$ cat src/rtl/dm_access_stage.sv
// dm_access_stage: SimpleRISC memory-access stage with req/ack memory port, timeout and DM->RW register.
// Optional misaligned-access trap enabled by defining DM_ALIGN_CHECK_EN.
module dm_access_stage #(
  parameter int TIMEOUT = 15
) (
  input  logic        clk,
  input  logic        rst,
  input  logic [31:0] aluResult_DM,
  input  logic [31:0] op2_DM,
  input  logic [4:0]  rd_DM,
  input  logic        isWb_DM,
  input  logic        isLd_DM,
  input  logic        isSt_DM,
  output logic        stall,
  output logic        mem_req,
  output logic        mem_we,
  output logic [29:0] mem_addr,
  output logic [31:0] mem_wdata,
  input  logic        mem_ack,
  input  logic [31:0] mem_rdata,
  output logic [31:0] aluResult_RW,
  output logic [31:0] ldResult_RW,
  output logic [4:0]  rd_RW,
  output logic        isWb_RW,
  output logic        isLd_RW,
  output logic        memErr_RW,
  output logic        misalign_RW
);
  localparam int CW = (TIMEOUT > 2) ? $clog2(TIMEOUT) : 1;
  typedef enum logic {IDLE, BUSY} state_t;
  state_t state_q, state_d;
  logic [CW-1:0] cnt_q, cnt_d;
  logic req_q, req_d, we_q, we_d;
  logic [29:0] addr_q, addr_d;
  logic [31:0] wdata_q, wdata_d, alu_q, alu_d, ld_q, ld_d;
  logic [4:0] rd_q, rd_d;
  logic wb_q, wb_d, isld_q, isld_d, err_q, err_d, mis_q, mis_d;
  logic memop, misal, timeout;
  assign memop = isLd_DM | isSt_DM;
`ifdef DM_ALIGN_CHECK_EN
  assign misal = memop && (aluResult_DM[1:0] != 2'b00);
`else
  assign misal = 1'b0;
`endif
  assign timeout = cnt_q == CW'(TIMEOUT - 1);
  always_comb begin
    state_d = state_q;
    cnt_d   = cnt_q;
    req_d   = req_q;
    we_d    = we_q;
    addr_d  = addr_q;
    wdata_d = wdata_q;
    alu_d   = alu_q;
    ld_d    = ld_q;
    rd_d    = rd_q;
    wb_d    = 1'b0;
    isld_d  = 1'b0;
    err_d   = 1'b0;
    mis_d   = 1'b0;
    stall   = 1'b0;
    if (state_q == IDLE) begin
      if (misal) begin
        alu_d = aluResult_DM;
        rd_d  = rd_DM;
        mis_d = 1'b1;
      end else if (memop) begin
        stall   = 1'b1;
        state_d = BUSY;
        req_d   = 1'b1;
        we_d    = isSt_DM;
        addr_d  = aluResult_DM[31:2];
        wdata_d = op2_DM;
        cnt_d   = '0;
      end else begin
        alu_d = aluResult_DM;
        rd_d  = rd_DM;
        wb_d  = isWb_DM;
      end
    end else begin
      stall = !mem_ack && !timeout;
      if (mem_ack) begin
        state_d = IDLE;
        req_d   = 1'b0;
        alu_d   = aluResult_DM;
        rd_d    = rd_DM;
        wb_d    = isWb_DM;
        isld_d  = isLd_DM;
        ld_d    = isLd_DM ? mem_rdata : ld_q;
      end else if (timeout) begin
        state_d = IDLE;
        req_d   = 1'b0;
        alu_d   = aluResult_DM;
        rd_d    = rd_DM;
        err_d   = 1'b1;
      end else begin
        cnt_d = cnt_q + CW'(1);
      end
    end
    stall = stall && !rst;
  end
  always_ff @(posedge clk) begin
    if (rst) begin
      state_q <= IDLE;
      cnt_q   <= '0;
      req_q   <= 1'b0;
      we_q    <= 1'b0;
      addr_q  <= '0;
      wdata_q <= '0;
      alu_q   <= '0;
      ld_q    <= '0;
      rd_q    <= '0;
      wb_q    <= 1'b0;
      isld_q  <= 1'b0;
      err_q   <= 1'b0;
      mis_q   <= 1'b0;
    end else begin
      state_q <= state_d;
      cnt_q   <= cnt_d;
      req_q   <= req_d;
      we_q    <= we_d;
      addr_q  <= addr_d;
      wdata_q <= wdata_d;
      alu_q   <= alu_d;
      ld_q    <= ld_d;
      rd_q    <= rd_d;
      wb_q    <= wb_d;
      isld_q  <= isld_d;
      err_q   <= err_d;
      mis_q   <= mis_d;
    end
  end
  assign mem_req      = req_q;
  assign mem_we       = we_q;
  assign mem_addr     = addr_q;
  assign mem_wdata    = wdata_q;
  assign aluResult_RW = alu_q;
  assign ldResult_RW  = ld_q;
  assign rd_RW        = rd_q;
  assign isWb_RW      = wb_q;
  assign isLd_RW      = isld_q;
  assign memErr_RW    = err_q;
  assign misalign_RW  = mis_q;
endmodule

$ cat config.mk
export PLATFORM = sky130hd
export DESIGN_NAME = dm_access_stage
export DESIGN_NICKNAME = d
export VERILOG_FILES = /design/src/rtl/dm_access_stage.sv
export SDC_FILE = /design/constraint.sdc
export NUM_CORES = 1
export LEC_CHECK = 0
export CAP_MARGIN = 10
export CORE_ASPECT_RATIO = 2
export CORE_MARGIN = 2
export CORE_UTILIZATION = 43
export CTS_BUF_LIST = sky130_fd_sc_hd__clkbuf_4
export CTS_CLUSTER_SIZE = 10
export DETAILED_ROUTE_END_ITERATION = 7
export HOLD_SLACK_MARGIN = 0.02
export PLACE_DENSITY_LB_ADDON = 0.15
export SETUP_SLACK_MARGIN = 0.2
export SLEW_MARGIN = 20
export SYNTH_ARGS = -nofsm -noshare
export SYNTH_HDL_FRONTEND = slang
export SYNTH_SLANG_ARGS = --single-unit
$ cat constraint.sdc
create_clock -name clk -period 1.95 [get_ports clk]
set_clock_uncertainty 0.1 [all_clocks]
set_input_delay 0.2925 -clock clk [delete_from_list [all_inputs] [get_ports clk]]
set_output_delay 0.2925 -clock clk [all_outputs]
set_load 0.005 [all_outputs]
==> results.toml <==
[grt]
grt_antenna_before_repair = 1
grt_use_total_pct = 22.38
grt_pass1_wl_um = 24380
grt_pass1_vias = 5014
grt_overflow_total = 0
grt_max_degree = 134

[critical_path]
crit_chain = "inv_2 > ha_4 > nand3_4 > a21oi_4 > nor2_1 > buf_2"
path_delay_family = "flip-flops"
cp.buffers_inverters = 2
cpMaxStageDelayCell = "dfxtp_2"
endpoint_kind = "output pin"
crit_type = "reg -> out"
crit_path_max_fanout = 2
startpoint_type = "flip-flop"
worst_ep_arrival_time_ps = 1480
crit_required_ps = 1560
max_stage_delay_ps = 340

[timing]
min_period_ps = 1870
slew_violations = 0
post-route-period-util_pct = 95.90
fin_tns_setup_ps = 0
finalHoldViolCount = 0
max_freq_ghz = 0.5347
setup-violations-final = 0
worst_pin_slew_ps = 652.7
grt_setup_unrepaired = "yes"
relSlewSlack_pct = 56.49

[power_and_ir_drop]
internal_power_w = 0.004574
p_clk_share_pct = 31.6
peakVddDrop_uv = 416.9
switchingPower_w = 0.001613
p_leak_nw = 3.714
p_seq_share_pct = 51.3
power_density_mw_per_mm2 = 753.3
switching_share_pct = 26.08
pwr-share-comb_pct = 17.1

[synthesis]
ys_seq_elements = 141
synth_cells = 619
synth_nets = 728
ys.flop_type = "dfxtp_1"
avgSynthCellArea_sq_um = 8.684
ys_warn_count = 0
yosysUniqueCellTypes = 29
synth_area_sq_mm = 0.005375
seq_area_frac_synth_pct = 52.51
ys_async_sr_fraction_pct = 0
synth-edff-count = 0

[floorplanning]
die_y_um = 162.1
rows = 57
coreArea_sq_mm = 0.01220
ios = 245
start_util_pct = 44.08
fp.dieW_um = 83.06
die_area_sq_mm = 0.01347

[clock_network]
clockBufferDepth = 2
cts.sinks = 141
numCtsBuffers = 17
cts-hold-fix-buffers = 0
clk-insertion-delay-late_ps = 490
cts.clk_slew.worst_paths_ps = 120
cts.htree.levels = 4
cts-root-buf = "clkbuf_4"
cts_tree = "built"

[cells_and_area]
layout_common_cells = "nand2_1 (189), dlygate4sd2_1 (136), clkdlybuf4s50_1 (105), a21oi_1 (95), dfxtp_2 (87)"
fin_nets = 968
final_common_cell = "nand2_1"
post-route-util_pct = 67.34
syn_to_final_growth_pct = 52.79
finalNonFillerCells = 1019
drive_gt1_share_pct = 17.57

[drt]
wl_um = 15230
via_per_inst = 4.951
drc_errors = 0
wire_per_inst_um = 14.94
route.vias.total = 5045
dr.pass1.iters = 7
initialDrtViolationCount = 192
drt.antenna.violating_nets = 0

[min_path]
hold_class = "in -> reg"

[placement]
gp_congestion = 0.8239
place_inst = 980
io_buffers = 243
dpl.hpwl_um = 11040

[job]
drv_cap = 0

[run_status]
outcome = "complete, no violations"
==> repair_timing <==
item	in CTS	in global routing
endpoints found under the setup margin	176	40
pin swaps	2	1
gates resized for setup	232	0
buffers inserted	7	0
==> synth_stat cells, types with 2 or more instances <==
library cell,n,share of area [%]
buf_2,15,1.4
ha_1,2,0.47
mux2i_1,39,7.3
buf_1,4,0.28
clkbuf_1,17,1.2
a21oi_1,95,8.8
nand2b_1,76,8.8
nand2_1,189,13
buf_6,10,2.1
nand3_1,6,0.56
o211ai_1,2,0.28
nor2_1,6,0.42
dfxtp_1,141,53
and3_1,2,0.23
==> worst min-delay path: stages <==
cell and delay [ps]:
buf_4 110, buf_4 270, a21oi_1 70
==> sequential cells by signal, indices dropped and copies added, names as in the netlist <==
register	count
ldResult_RW	32
mem_req	1
rd_RW	5
mem_we	1
cnt_q	4
isLd_RW	1
mem_wdata	32
isWb_RW	1
mem_addr	30
aluResult_RW	32
memErr_RW	1
state_q	1
==> path summary, 6_finish.rpt <==
check,start,to,slack (ps),depth (start not counted)
setup / recovery,cnt_q[0],stall,80,6
hold / removal,rst,ldResult_RW[4],180,3
hold reg to reg,ldResult_RW[6],ldResult_RW[6],360,2
setup reg to reg,cnt_q[0],aluResult_RW[14],120,6
==> power by group through the flow <==
| stage | clock (W) | sequential [W] | combinational (W) |
|---|---|---|---|
| detailed placement | 0 | 0.00323 | 0.00118 |
| finish | 0.00195 | 0.00318 | 0.00106 |
| global placement | 0 | 0.00322 | 0.00116 |
| global route | 0.00215 | 0.00320 | 0.00115 |
| floorplan | 0 | 0.00324 | 0.000474 |
| CTS | 0.00204 | 0.00318 | 0.00107 |
==> layer usage <==
metal	up-vias	GRT usage (%)	share of wire, %
met3	39	6.250	6.1
met2	195	40.87	54
li1	2482	-	-
met1	2329	22.37	35
met5	-	0	0
met4	0	12.89	4.4
==> metrics by stage <==
step	power, W	hold slack (ps)	worst slack [ps]	cell area, sq um
final	0.006187	182.9	79.94	8213
after CTS	0.006285	114.7	-33.54	8210
after floorplan	0.003710	328.5	388.2	5375
after global routing	0.006503	145.9	-62.41	8213
after global placement	0.004376	341.6	-173.0	7899
after detailed placement	0.004410	346.3	-251.1	7899
==> final cells by class <==
cell class / count / area [sq um]
repair buffers: 268 / 2480
inverters: 1 / 3.754
clock buffers: 18 / 135.1
multi-input cells: 430 / 2311
diodes: 1 / 2.502
well taps: 147 / 183.9
clock inverters: 13 / 165.2
flip-flops and latches: 141 / 2932
fillers: 1069 / 3983
==> cells by family (layout without fill, tap and decap cells) <==
logic type	after synthesis	count (layout)	share of synthesized area, %
AND/OR/NAND/NOR	285	285	24.19
flip-flops	141	141	52.51
AO/OA/AOI/OAI	102	102	10.13
buffers and inverters	48	300	5.167
multiplexers	40	40	7.472
adder cells (fa/ha/maj)	2	2	0.4655
other	1	2	0.06977
No activity file was read; power rests on OpenSTA's default activity.
